$ cat config.mk
export PLATFORM = sky130hd
export DESIGN_NAME = sdp_rr_arbiter
export DESIGN_NICKNAME = d
export VERILOG_FILES = /design/src/rtl/sdp_arb_pkg.sv /design/src/rtl/rr_arbiter.sv /design/src/rtl/sdp_rr_arbiter.sv
export SDC_FILE = /design/constraint.sdc
export NUM_CORES = 1
export LEC_CHECK = 0
export BUFFER_PORTS_ARGS = -buffer_cell sky130_fd_sc_hd__clkbuf_2
export CAP_MARGIN = 15
export CORE_AREA = 2 2 115 117
export CTS_BUF_LIST = sky130_fd_sc_hd__clkbuf_4
export CTS_CLUSTER_SIZE = 25
export DETAILED_ROUTE_END_ITERATION = 8
export DIE_AREA = 0 0 117 119
export PLACE_DENSITY = 0.66
export SYNTH_ARGS = -nofsm -noshare
export SYNTH_HDL_FRONTEND = slang
export SYNTH_HIERARCHICAL = 1
export SYNTH_SLANG_ARGS = --single-unit
$ cat constraint.sdc
create_clock -name clk -period 3.99 [get_ports clk]
set_clock_uncertainty 0.1 [all_clocks]
set_input_delay 0.399 -clock clk [delete_from_list [all_inputs] [get_ports clk]]
set_output_delay 0.399 -clock clk [all_outputs]
set_load 0.05 [all_outputs]
$ cat src/rtl/sdp_arb_pkg.sv
// Shared constants and helpers for the SDP round-robin arbiter.
package sdp_arb_pkg;

  localparam int unsigned MAX_NUM_REQ = 8;
  localparam int unsigned IDX_W       = $clog2(MAX_NUM_REQ);

  // A one-hot input ORs exactly one index into the result; all-zero yields 0.
  function automatic logic [IDX_W-1:0] onehot_to_idx(input logic [MAX_NUM_REQ-1:0] oh);
    logic [IDX_W-1:0] idx;
    idx = '0;
    for (int i = 0; i < MAX_NUM_REQ; i++) begin
      if (oh[i]) idx = idx | IDX_W'(i);
    end
    return idx;
  endfunction

endpackage

$ cat src/rtl/rr_arbiter.sv
// Round-robin arbiter: grants the first request at or above the pointer,
// wrapping, and moves the pointer just past the winner.
module rr_arbiter
  import sdp_arb_pkg::*;
#(
  parameter int unsigned NUM_REQ = 4
) (
  input  logic               clk,
  input  logic               rst_n,
  input  logic [NUM_REQ-1:0] req_i,
  output logic [NUM_REQ-1:0] gnt_o,
  output logic [IDX_W-1:0]   gnt_idx_o,
  output logic               gnt_vld_o
);

  logic [IDX_W-1:0]   ptr_q, ptr_d;
  logic [NUM_REQ-1:0] mask, masked_req, pick;

  // Requests at or above the pointer win first; otherwise fall back to the
  // lowest request overall, which is the wrap-around case.
  assign mask       = ~((NUM_REQ'(1) << ptr_q) - NUM_REQ'(1));
  assign masked_req = req_i & mask;
  assign pick       = (|masked_req) ? masked_req : req_i;
  assign gnt_o      = pick & (~pick + NUM_REQ'(1));
  assign gnt_vld_o  = |req_i;
  assign gnt_idx_o  = onehot_to_idx(MAX_NUM_REQ'(gnt_o));

  // NOTE: every path through a combinational block assigns its outputs (here
  // via the default first), otherwise synthesis infers a latch.
  always_comb begin
    ptr_d = ptr_q;
    if (gnt_vld_o) begin
      ptr_d = (gnt_idx_o == IDX_W'(NUM_REQ - 1)) ? '0 : gnt_idx_o + IDX_W'(1);
    end
  end

  // NOTE: sequential state uses non-blocking assignments so every flop
  // samples pre-edge values regardless of block ordering.
  always_ff @(posedge clk or negedge rst_n) begin
    if (!rst_n) ptr_q <= '0;
    else        ptr_q <= ptr_d;
  end

endmodule

$ cat src/rtl/sdp_rr_arbiter.sv
// Shares one simple-dual-port target between NUM_REQ requesters with separate
// round-robin arbitration for the write and read ports.
module sdp_rr_arbiter
  import sdp_arb_pkg::*;
#(
  parameter int unsigned NUM_REQ    = 4,
  parameter int unsigned ADDR_WIDTH = 8,
  parameter int unsigned DATA_WIDTH = 32,
  parameter int unsigned RD_LATENCY = 1
) (
  input  logic                          clk,
  input  logic                          rst_n,
  input  logic [NUM_REQ-1:0]            req_i,
  input  logic [NUM_REQ-1:0]            req_we_i,
  input  logic [NUM_REQ*ADDR_WIDTH-1:0] req_addr_i,
  input  logic [NUM_REQ*DATA_WIDTH-1:0] req_wd_i,
  output logic [NUM_REQ-1:0]            gnt_o,
  output logic [NUM_REQ-1:0]            rvalid_o,
  output logic [DATA_WIDTH-1:0]         rdata_o,
  output logic [ADDR_WIDTH-1:0]         wa,
  output logic                          we,
  output logic [DATA_WIDTH-1:0]         wd,
  output logic [ADDR_WIDTH-1:0]         ra,
  output logic                          re,
  input  logic [DATA_WIDTH-1:0]         rd
);

  logic [NUM_REQ-1:0] wr_gnt, rd_gnt;
  logic [IDX_W-1:0]   wr_idx, rd_idx;
  logic               wr_vld, rd_vld;

  logic [ADDR_WIDTH-1:0] wa_q, wa_d, ra_q, ra_d;
  logic [DATA_WIDTH-1:0] wd_q, wd_d;
  logic                  we_q, re_q;
  logic [IDX_W-1:0]      rd_idx_q, rd_idx_d;

  logic [RD_LATENCY-1:0]            pend_vld_q;
  logic [RD_LATENCY-1:0][IDX_W-1:0] pend_idx_q;

  rr_arbiter #(.NUM_REQ(NUM_REQ)) u_wr_arb (
    .clk       (clk),
    .rst_n     (rst_n),
    .req_i     (req_i & req_we_i),
    .gnt_o     (wr_gnt),
    .gnt_idx_o (wr_idx),
    .gnt_vld_o (wr_vld)
  );

  rr_arbiter #(.NUM_REQ(NUM_REQ)) u_rd_arb (
    .clk       (clk),
    .rst_n     (rst_n),
    .req_i     (req_i & ~req_we_i),
    .gnt_o     (rd_gnt),
    .gnt_idx_o (rd_idx),
    .gnt_vld_o (rd_vld)
  );

  assign gnt_o = wr_gnt | rd_gnt;

  // Address/data hold when their port is idle; only the enables drop.
  always_comb begin
    wa_d     = wa_q;
    wd_d     = wd_q;
    ra_d     = ra_q;
    rd_idx_d = rd_idx_q;
    for (int k = 0; k < NUM_REQ; k++) begin
      if (wr_vld && wr_idx == IDX_W'(k)) begin
        wa_d = req_addr_i[k*ADDR_WIDTH +: ADDR_WIDTH];
        wd_d = req_wd_i[k*DATA_WIDTH +: DATA_WIDTH];
      end
      if (rd_vld && rd_idx == IDX_W'(k)) begin
        ra_d     = req_addr_i[k*ADDR_WIDTH +: ADDR_WIDTH];
        rd_idx_d = rd_idx;
      end
    end
  end

  always_ff @(posedge clk or negedge rst_n) begin
    if (!rst_n) begin
      wa_q     <= '0;
      wd_q     <= '0;
      we_q     <= 1'b0;
      ra_q     <= '0;
      re_q     <= 1'b0;
      rd_idx_q <= '0;
    end else begin
      wa_q     <= wa_d;
      wd_q     <= wd_d;
      we_q     <= wr_vld;
      ra_q     <= ra_d;
      re_q     <= rd_vld;
      rd_idx_q <= rd_idx_d;
    end
  end

  // The pending pipeline starts at the registered re, so its last stage
  // lines up with rd arriving RD_LATENCY cycles later.
  // NOTE: this small register pipeline is reset (unlike a RAM array) so
  // reads in flight at reset never produce a stray rvalid_o afterwards.
  always_ff @(posedge clk or negedge rst_n) begin
    if (!rst_n) begin
      pend_vld_q <= '0;
      pend_idx_q <= '0;
    end else begin
      pend_vld_q[0] <= re_q;
      pend_idx_q[0] <= rd_idx_q;
      for (int i = 1; i < RD_LATENCY; i++) begin
        pend_vld_q[i] <= pend_vld_q[i-1];
        pend_idx_q[i] <= pend_idx_q[i-1];
      end
    end
  end

  always_comb begin
    rvalid_o = '0;
    rdata_o  = '0;
    if (pend_vld_q[RD_LATENCY-1]) begin
      rvalid_o = NUM_REQ'(1) << pend_idx_q[RD_LATENCY-1];
      rdata_o  = rd;
    end
  end

  assign wa = wa_q;
  assign wd = wd_q;
  assign we = we_q;
  assign ra = ra_q;
  assign re = re_q;

endmodule

# Word-level counts from Yosys, hierarchy flattened

Index checks and enable logic that the tools add are counted.

Add/sub/neg operators: 6
Eq/ne operators: 6
Shift operators: 3
Multiplexer cells: 28
Bitwise operators: 12
Reduce and logical (&&, ||, !) cells: 16

Operator list:

| operator                                            | count |
|---|---|
| two-way mux 32 bit                                  | 5 |
| two-way mux 8 bit                                   | 8 |
| bitwise AND 4 bit                                   | 6 |
| inverter 4 bit                                      | 5 |
| two-way mux 3 bit                                   | 6 |
| OR reduction 4 bit                                  | 4 |
| equality test 3 x 2 -> 1 bit, second input constant | 4 |
| two-way mux 4 bit                                   | 3 |
| left shift 1 x 3 -> 4 bit, first input constant     | 3 |
| adder 4 x 1 -> 4 bit, second input constant         | 2 |
| logical AND 1 bit                                   | 8 |
| two-way mux 2 bit                                   | 4 |
| nonzero test 4 bit                                  | 2 |
| subtractor 4 x 2 -> 4 bit, second input constant    | 2 |
| adder 3 x 1 -> 3 bit, second input constant         | 2 |
| equality test 3 x 1 -> 1 bit, second input constant | 2 |
| logical NOT 3 bit                                   | 2 |
| OR 4 bit                                            | 1 |
| two-way mux 1 bit                                   | 2 |

Register bits: 63
Output and inout port bits: 90

# Longest topological paths before layout

Gate-level depths: netlist (run 1).

Word-level depth: 18
Depth in mapped cells: 11

# Hierarchy

The synthesis (run 1) kept the hierarchy.

By module, submodules not included:

| module                | instances | cells an instance | area each (um^2) |
|---|---|---|---|
| sdp_rr_arbiter        | 1         | 225               | 3539.6 |
| rr_arbiter (u_wr_arb) | 1         | 40                | 279.0 |
| rr_arbiter (u_rd_arb) | 1         | 40                | 272.8 |

# Least setup slack after synthesis (run 1)

OpenSTA, ideal clock, no wires.

Path kind: reg-to-reg
From: register u_wr_arb.ptr_q[0]
To: register wa_q[0] (netlist: wa[0])
Arrival: 2762 ps
Setup slack: 1003 ps
Stages on the path, launching flop included: 11
Path through: dfrtp_1 > or2b_1 > ha_1 > nand2b_1 > mux2_4 > a211o_1 > or2b_1 > buf_6 > buf_6 > mux4_2 > mux2_2

Elaborated cells between the ends (all ways): 24

RTL lines:

| element                        | RTL line             | source |
|---|---|---|
| start, declared                | rr_arbiter.sv:16     | `logic [IDX_W-1:0] ptr_q, ptr_d;` |
| start signal, assigned         | rr_arbiter.sv:41     | `else ptr_q <= ptr_d;` |
| left shift 1 x 3 -> 4 bit (*)  | rr_arbiter.sv:21     | `assign mask = ~((NUM_REQ'(1) << ptr_q) - NUM_REQ'(1));` |
| subtractor 4 x 2 -> 4 bit (*)  | rr_arbiter.sv:21     |  |
| inverter 4 bit (*)             | rr_arbiter.sv:21     |  |
| bitwise AND 4 bit (*)          | rr_arbiter.sv:22     | `assign masked_req = req_i & mask;` |
| OR reduction 4 bit             | rr_arbiter.sv:23     | `assign pick = (\|masked_req) ? masked_req : req_i;` |
| two-way mux 4 bit (*)          | rr_arbiter.sv:23     |  |
| inverter 4 bit                 | rr_arbiter.sv:24     | `assign gnt_o = pick & (~pick + NUM_REQ'(1));` |
| adder 4 x 1 -> 4 bit           | rr_arbiter.sv:24     |  |
| bitwise AND 4 bit (*)          | rr_arbiter.sv:24     |  |
| two-way mux 2 bit              | sdp_arb_pkg.sv:12    | `if (oh[i]) idx = idx \| IDX_W'(i);` |
| two-way mux 2 bit (*)          | sdp_arb_pkg.sv:12    |  |
| net wr_idx[1]                  | sdp_rr_arbiter.sv:29 | `logic [IDX_W-1:0] wr_idx, rd_idx;` |
| equality test 3 x 1 -> 1 bit   | sdp_rr_arbiter.sv:67 | `if (wr_vld && wr_idx == IDX_W'(k)) begin` |
| logical AND 1 bit              | sdp_rr_arbiter.sv:67 |  |
| two-way mux 8 bit (3 in a row) | sdp_rr_arbiter.sv:67 |  |
| end signal, assigned           | sdp_rr_arbiter.sv:87 | `wa_q <= wa_d;` |
| end, declared                  | sdp_rr_arbiter.sv:32 | `logic [ADDR_WIDTH-1:0] wa_q, wa_d, ra_q, ra_d;` |

The timed path passes the listed nets; every way through them passes the cells marked *.
A chain may end at the register's enable or synchronous reset.

# Worst setup path after layout (run 1)

From: register u_wr_arb.ptr_q[0]
To: register wd_q[13] (netlist: wd[13])

Elaborated cells between the ends (all ways): 24

RTL lines:

| element                         | RTL line             | source |
|---|---|---|
| left shift 1 x 3 -> 4 bit (*)   | rr_arbiter.sv:21     |  |
| subtractor 4 x 2 -> 4 bit (*)   | rr_arbiter.sv:21     |  |
| inverter 4 bit (*)              | rr_arbiter.sv:21     |  |
| bitwise AND 4 bit (*)           | rr_arbiter.sv:22     |  |
| OR reduction 4 bit              | rr_arbiter.sv:23     |  |
| two-way mux 4 bit (*)           | rr_arbiter.sv:23     |  |
| inverter 4 bit                  | rr_arbiter.sv:24     |  |
| adder 4 x 1 -> 4 bit            | rr_arbiter.sv:24     |  |
| bitwise AND 4 bit (*)           | rr_arbiter.sv:24     |  |
| two-way mux 2 bit               | sdp_arb_pkg.sv:12    |  |
| two-way mux 2 bit (*)           | sdp_arb_pkg.sv:12    |  |
| net wr_idx[1]                   | sdp_rr_arbiter.sv:29 |  |
| equality test 3 x 1 -> 1 bit    | sdp_rr_arbiter.sv:67 |  |
| logical AND 1 bit               | sdp_rr_arbiter.sv:67 |  |
| two-way mux 32 bit (3 in a row) | sdp_rr_arbiter.sv:67 |  |
| end signal, assigned            | sdp_rr_arbiter.sv:88 | `wd_q <= wd_d;` |
| end, declared                   | sdp_rr_arbiter.sv:33 | `logic [DATA_WIDTH-1:0] wd_q, wd_d;` |

Marks and branches as above.

==> summary.md, run 1 <==
| Metric | Value |
|---|---|
| Synth Area per Inst | 13.41 um2 |
| Final Critical Period | 3346 ps |
| CTS H-tree lvls | 3 |
| Fmax | 298.9 MHz |
| Row count | 42 |
| Initial core utilization | 31.78% |
| PortBufs | 291 |
| Root buf cell | clkbuf_4 |
| Synthesis-stage register bit count | 61 |
| Worst Tran Pin Value | 1029 ps |
| Synth unique cells | 39 |
| RSZ-0062 raised after global routing | false |
| Setup TNS | 0 ps |
| Top cells by area, synth | dfrtp_1 37%, mux4_2 26%, mux2_2 14% |
| Static leakage | 2.869 nW |
| Internal power | 1.887 mW |
| Vias in the first global route | 3662 |
| Clk Latency, worst-skew pair | 390 ps |
| CTS clk-pin slew, worst paths | 100 ps |
| # setup viols final | 0 |
| Psw | 1.843 mW |
| Final Hold Violating Endpoints | 0 |
| CTS Buffer Depth | 2 |
| Post-synth ARST share | 100.0% |
| Initial DRC Count | 151 |
| Worst Hold Slack | 281.8 ps |
| Top cell type's share of synthesized area | 37.31% |
| Global-route wire length before repair | 18.20 mm |
| Max_cap viols | 0 |
| Largest net degree at the start of global routing | 37 |
| Routability-driven placement congestion ratio | 0.8247 |
| CP max FO | 22 |
| CP required | 4170 ps |
| Data arrival time of the worst path | 3530 ps |
| DIE AREA | 13920 um2 |
| Final nets | 797 |
| Core footprint | 12870 um2 |
| EDFF count, synth | 0 |
| Pwr dens | 638.8 nW/um2 |
| Pre-Repair DR Iteration Count | 5 |
| Die height | 119 um |
| CTS tree | built |
| Top_reg_cell synth | dfrtp_1 |
| HP Class | reg2reg |
| Final HPWL DP | 9.911 mm |
| Status | completed |
| Grt total ovfl | 0 |
| Yosys warning total | 6 |
| Via-per-instance ratio | 4.898 |
| CP endpoint kind | register |
| Fin. max-slew vios | 0 |
| Total CTS buffers | 9 |
| Fin crit share | 83.86% |
| Vias | 3791 |
| Startpoint Class | register |
| Drt wl/cell | 15.83 um |
| Area growth, synth to finish | 42.72% |
| Routed WL | 12.25 mm |
| Drc violations | 0 |
| Synth Cell Area | 4091 um2 |
| Highest-count cells in the layout ignoring fill and taps | 290 x clkbuf_2, 61 x dfrtp_1, 51 x mux2_2 |
| Commonest non-fill, non-tap cell in the layout | clkbuf_2 |
| GRT Util Overall | 17.06% |
| Worst slew margin | 31.17% |
| Post-synthesis sequential area ratio | 37.31% |
| Layout cells sized above 1 | 70.35% |
| I/O Pins | 292 |
| Routed Antenna Nets | 0 |
| Reg power frac | 26.9% |
| Clock sink count | 61 |
| Net Count, Synth | 510 |
| Synthesized instance count | 305 |
| Worst vdd ir | 276.2 uV |
| Critical path class | reg2reg |
| Initial antenna violation count | 1 |
| Net Sw Frac | 49.42% |
| Largest area contributor in the synthesized netlist | dfrtp_1 |
| Comb pwr share | 60.3% |
| Die W | 117 um |
| Clock share of power | 12.8% |
## stage by stage
stage	worst slack [ps]	power (mW)	util, %	cell area (um2)	instances
global route	411.0	3.951	45.34	5837	773
finish	643.9	3.730	45.35	5839	774
CTS	625.2	3.775	45.34	5837	773
global placement	752.2	3.226	44.11	5679	756
floorplan	1003	2.736	-	4091	305
detailed placement	636.3	3.282	44.11	5679	756
## logic make-up (layout without fill, tap and decap cells)
kind of cell,Yosys count,after routing,synth area share (%)
AOI/OAI and AO/OA,22,22,3.486
and+or+nand+nor,85,85,12.14
adders and majority gates,3,3,0.9175
xor gates and xnor gates,1,1,0.2141
other,2,3,0.1836
buffers and inverters,30,322,4.557
DFF,61,61,37.31
muxes,101,101,41.19
## state kept, by name (all words and copies together), names as in the netlist
register,count
ra,8
pend_vld_q,1
rd_idx_q,3
re,1
wa,8
u_rd_arb/ptr_q,2
we,1
pend_idx_q,3
u_wr_arb/ptr_q,2
wd,32
## area by class of cell
type | count | area (um2)
clock inverter | 7 | 80.08
sequential | 61 | 1526
fill | 1183 | 7036
clock buffer | 9 | 67.56
inverter | 8 | 30.03
timing repair buffer | 298 | 1511
multi-input combinational | 214 | 2401
antenna | 1 | 2.502
tap | 176 | 220.2
## worst paths after layout
| path | startpoint | endpoint | slack (ps) | cells after the start |
|---|---|---|---|---|
| worst max-delay path | u_wr_arb/ptr_q[0] | wd[13] | 640 | 9 |
| worst min-delay path | re | pend_vld_q | 280 | 0 |
| worst max register to register | u_wr_arb/ptr_q[0] | wd[13] | 640 | 9 |
| worst min register to register | re | pend_vld_q | 280 | 0 |
| max in group asynchronous | rst_n | wd[0] | 2420 | 3 |
| min in group asynchronous | rst_n | wd[2] | 440 | 2 |
## layer usage
layer  GRT usage, %  wire length (um)
met4          5.294               170
met1          21.31              4803
met3          4.835              1154
met2          28.43              6123
met5              0                 0
## cells in the mapped netlist (all sizes together) (3+ instances only)
library cell and n:
or2 4, dfrtp 61, buf 14, nor2 14, nor2b 9, a31oi 4
clkbuf 8, ha 3, nand2b 3, nand2 8, mux4 48, and2 36
a21oi 4, o21ai 5, mux2 53, inv 8
## timing repair
action	in CTS	in global routing
gates resized for setup	0	0
hold buffers	1	0
setup buffers	0	0
endpoints found under the hold margin	28	0
## power groups by stage
stage | Clock, mW | Combinational (mW) | Sequential (mW)
2_1_floorplan | 0 | 1.02 | 1.72
3_3_place_gp | 0 | 2.22 | 1.01
3_5_place_dp | 0 | 2.26 | 1.02
4_1_cts | 0.502 | 2.27 | 1.01
5_1_grt | 0.533 | 2.38 | 1.04
6_report | 0.477 | 2.25 | 1.01
## critical path, stage by stage, from the launching register on
cell and delay (ps):
dfrtp_1 490, or2b_1 260, ha_1 240, nand2b_1 160
mux2_4 300, a211o_1 290, or2b_2 180, buf_4 370
mux4_2 560, mux2_2 280
(Power assumes the default switching activity.)
==> run 2: changes to the inputs <==
--- a/config.mk
+++ b/config.mk
@@ -5,14 +5,15 @@
 export SDC_FILE = /design/constraint.sdc
 export NUM_CORES = 1
 export LEC_CHECK = 0
+export ABC_AREA = 1
 export BUFFER_PORTS_ARGS = -buffer_cell sky130_fd_sc_hd__clkbuf_2
 export CAP_MARGIN = 15
-export CORE_AREA = 2 2 115 117
+export CORE_MARGIN = 2
+export CORE_UTILIZATION = 35
 export CTS_BUF_LIST = sky130_fd_sc_hd__clkbuf_4
 export CTS_CLUSTER_SIZE = 25
 export DETAILED_ROUTE_END_ITERATION = 8
-export DIE_AREA = 0 0 117 119
-export PLACE_DENSITY = 0.66
+export PLACE_DENSITY = 0.69
 export SYNTH_ARGS = -nofsm -noshare
 export SYNTH_HDL_FRONTEND = slang
 export SYNTH_HIERARCHICAL = 1
==> constraint.sdc (replaced) <==
create_clock -name clk -period 3 [get_ports clk]
set_clock_uncertainty 0.1 [all_clocks]
set_input_delay 0.3 -clock clk [delete_from_list [all_inputs] [get_ports clk]]
set_output_delay 0.3 -clock clk [all_outputs]
set_load 0.05 [all_outputs]
==> run 2 against run 1 <==
Against the previous run:
- first-iteration DRC count grew to 3.2 times the previous value
- global-route usage is 6.5 points higher
- synthesized area rose by 22%
- hold slack lost 210 ps
- highest routed layer unchanged
- flip-flop and latch count unchanged
- total power rose by 26%
- combinational power is 34% higher
==> summary.md, run 2 <==
| Metric | Value |
|---|---|
| Status | completed |
| Via-per-instance ratio | 4.798 |
| Largest area contributor in the synthesized netlist | dfrtp_1 |
| CTS tree | built |
| Top cell type's share of synthesized area | 30.65% |
| Yosys warning total | 6 |
| Hold EP | wd[12] |
| Routed WL | 19.11 mm |
| R2r worst-path depth | 18 |
| PortBufs | 291 |
| Top_reg_cell synth | dfrtp_1 |
| Max reg flops | 32 |
| EDFF count, synth | 0 |
| DP Worst Slack | -6.719 ps |
| Total CTS buffers | 9 |
| Reg power frac | 25.9% |
| I/O Pins | 292 |
| CP endpoint kind | output port |
| Row count | 43 |
| Fillers | 1440 |
| Clock sink count | 61 |
| Root buf cell | clkbuf_4 |
| Util after Layout | 51.17% |
| Pwr dens | 663.1 nW/um2 |
| Vias | 6420 |
| Core footprint | 13880 um2 |
| Area growth, synth to finish | 42.60% |
| Worst vdd ir | 345.0 uV |
| Synth unique cells | 31 |
| Drt wl/cell | 14.28 um |
| Worst Tran Pin Value | 824.4 ps |
| Drc violations | 0 |
| Final setup margin | 106.3 ps |
| Routability-driven placement congestion ratio | 0.9057 |
| Largest net degree at the start of global routing | 62 |
| Comb pwr share | 63.9% |
| Most frequent cells after synthesis | 293 x nand2_1, 136 x inv_1, 108 x nand3_1 |
| Highest-count cells in the layout ignoring fill and taps | 291 x nand2_1, 287 x clkbuf_2, 134 x inv_1 |
| Post-synthesis sequential area ratio | 30.65% |
| CTS clk-pin slew, worst paths | 110 ps |
| Synth Cell Area | 4981 um2 |
| CTS H-tree lvls | 3 |
| Grt total ovfl | 0 |
| # setup viols final | 0 |
| Pre-Repair DR Iteration Count | 5 |
| Final Hold Violating Endpoints | 0 |
| CP max FO | 6 |
| Internal power | 2.128 mW |
| R2R Path End | wa[0] |
| Static leakage | 4.654 nW |
| Synthesis-stage register bit count | 61 |
| Total power | 4.710 mW |
| Routed Antenna Nets | 0 |
| Worst slew margin | 45.04% |
| Initial core utilization | 35.88% |
| Hold Path Stages | 5 |
| Final HPWL DP | 14.18 mm |
| CTS Buffer Depth | 2 |
| Top-count cell post-synth | nand2_1 |
| Net Count, Synth | 1065 |
| Fin. max-slew vios | 0 |
| Area occupied by registers | 1529 um2 |
| Net Sw Frac | 54.83% |
| Psw | 2.582 mW |
| Global-route wire length before repair | 27.90 mm |
| Clock share of power | 10.2% |
| Post-synth ARST share | 100.0% |
| Synth Area per Inst | 5.792 um2 |
| Die W | 123.3 um |
| Max_cap viols | 0 |
| RSZ-0062 raised after global routing | true |
| GRT Util Overall | 23.56% |
| Final nets | 1358 |
| Initial DRC Count | 485 |
| Fin crit share | 96.46% |
| Vias in the first global route | 5624 |
| Data arrival time of the worst path | 2490 ps |
| Commonest non-fill, non-tap cell in the layout | nand2_1 |
| CP required | 2600 ps |
| Startpoint Class | register |
| Critical path class | reg2out |
| Reg-to-Reg Start | u_wr_arb/ptr_q[0] |
| Synthesized instance count | 860 |
| DIE AREA | 15200 um2 |
| Hold path start | req_wd_i[76] |
| Die height | 123.3 um |
| Multi-input combinational cell area | 2745 um2 |
| Layout cells sized above 1 | 34.49% |
| Clk Latency, worst-skew pair | 420 ps |
| Worst reg2reg setup slack | 190 ps |
| Final Critical Period | 2894 ps |
| Fmax | 345.6 MHz |
| Top cells by area, synth | dfrtp_1 31%, nand2_1 22%, nand3_1 11% |
| HP Class | in2reg |
| Initial antenna violation count | 0 |
[run 2: worst max-delay path, stage by stage (launching register included)]
cell and delay (ps):
dfrtp_1 440, nor2_4 150, inv_2 50, ha_1 280
nand2_2 100, nand2_1 60, a21oi_2 140, nand2_1 80
nand2_2 80, nand2_4 90, nand2_4 100, nor2_2 50
or2_2 290, buf_8 160
[run 2: final cells by class]
cell class                 count  area share (%)
clock inverter                 5          0.4051
tap                          180           3.171
multi-input combinational    601           38.65
antenna                        1         0.03523
timing repair buffer         328           27.06
clock buffer                  10           1.057
inverter                     152           8.103
sequential                    61           21.53
[run 2: worst max path at each step]
| stage | start | end | slack [ps] | cells past startpoint |
|---|---|---|---|---|
| floorplan | u_wr_arb/ptr_q[1] | wd[2] | 350 | 20 |
| global placement | u_wr_arb/ptr_q[1] | wd[26] | 80 | 19 |
| detailed placement | u_wr_arb/ptr_q[1] | wd[30] | -7 | 16 |
| CTS | u_wr_arb/ptr_q[1] | gnt_o[2] | 2 | 13 |
| global route | u_rd_arb/ptr_q[0] | ra[4] | -30 | 16 |
| finish | u_wr_arb/ptr_q[0] | gnt_o[2] | 110 | 13 |
[run 2: per-layer routing]
| layer | routed length, um | vias up | track usage (%) |
|---|---|---|---|
| li1 | - | 3187 | - |
| met1 | 7525 | 2838 | 29.15 |
| met2 | 9229 | 355 | 40.08 |
| met3 | 1747 | 40 | 4.705 |
| met4 | 607 | 0 | 9.446 |
| met5 | 0 | - | 0 |
[run 2: cell families (layout without fill, tap and decap cells)]
family | count (synthesis) | after routing | share of synthesized area (%)
other | 2 | 3 | 0.1508
AO/OA/AOI/OAI | 59 | 59 | 6.933
adder cells (fa/ha/maj) | 3 | 3 | 0.7537
flip-flops | 61 | 61 | 30.65
buffers and inverters | 198 | 495 | 15.72
AND/OR/NAND/NOR | 537 | 537 | 45.79
[run 2: power by group through the flow]
stage                     clock network (mW)  registers [mW]  logic (mW)
after floorplan                            0            1.85        1.35
after global placement                     0            1.21        2.75
after detailed placement                   0            1.21        2.77
after CTS                              0.501            1.21        2.81
after global routing                   0.527            1.25        3.24
final                                  0.482            1.22        3.01
[run 2: through the flow]
step           hold slack, ps  std cells  TNS (ps)  area [um2]
2_1_floorplan          -95.59        860         0        4981
3_3_place_gp            255.1       1308         0        6698
3_5_place_dp            264.1       1308    -16.15        6698
4_1_cts                 51.88       1325         0        6844
5_1_grt                 71.37       1337    -135.5        7101
6_report                76.30       1338         0        7103
[run 2: what timing repair did]
action,in CTS,in global routing
hold buffers,1,0
endpoints found under the setup margin,25,51
cloned,0,4
buffers inserted,1,8
hold endpoints to repair,61,0
pin swaps,0,6
resized for setup,8,32
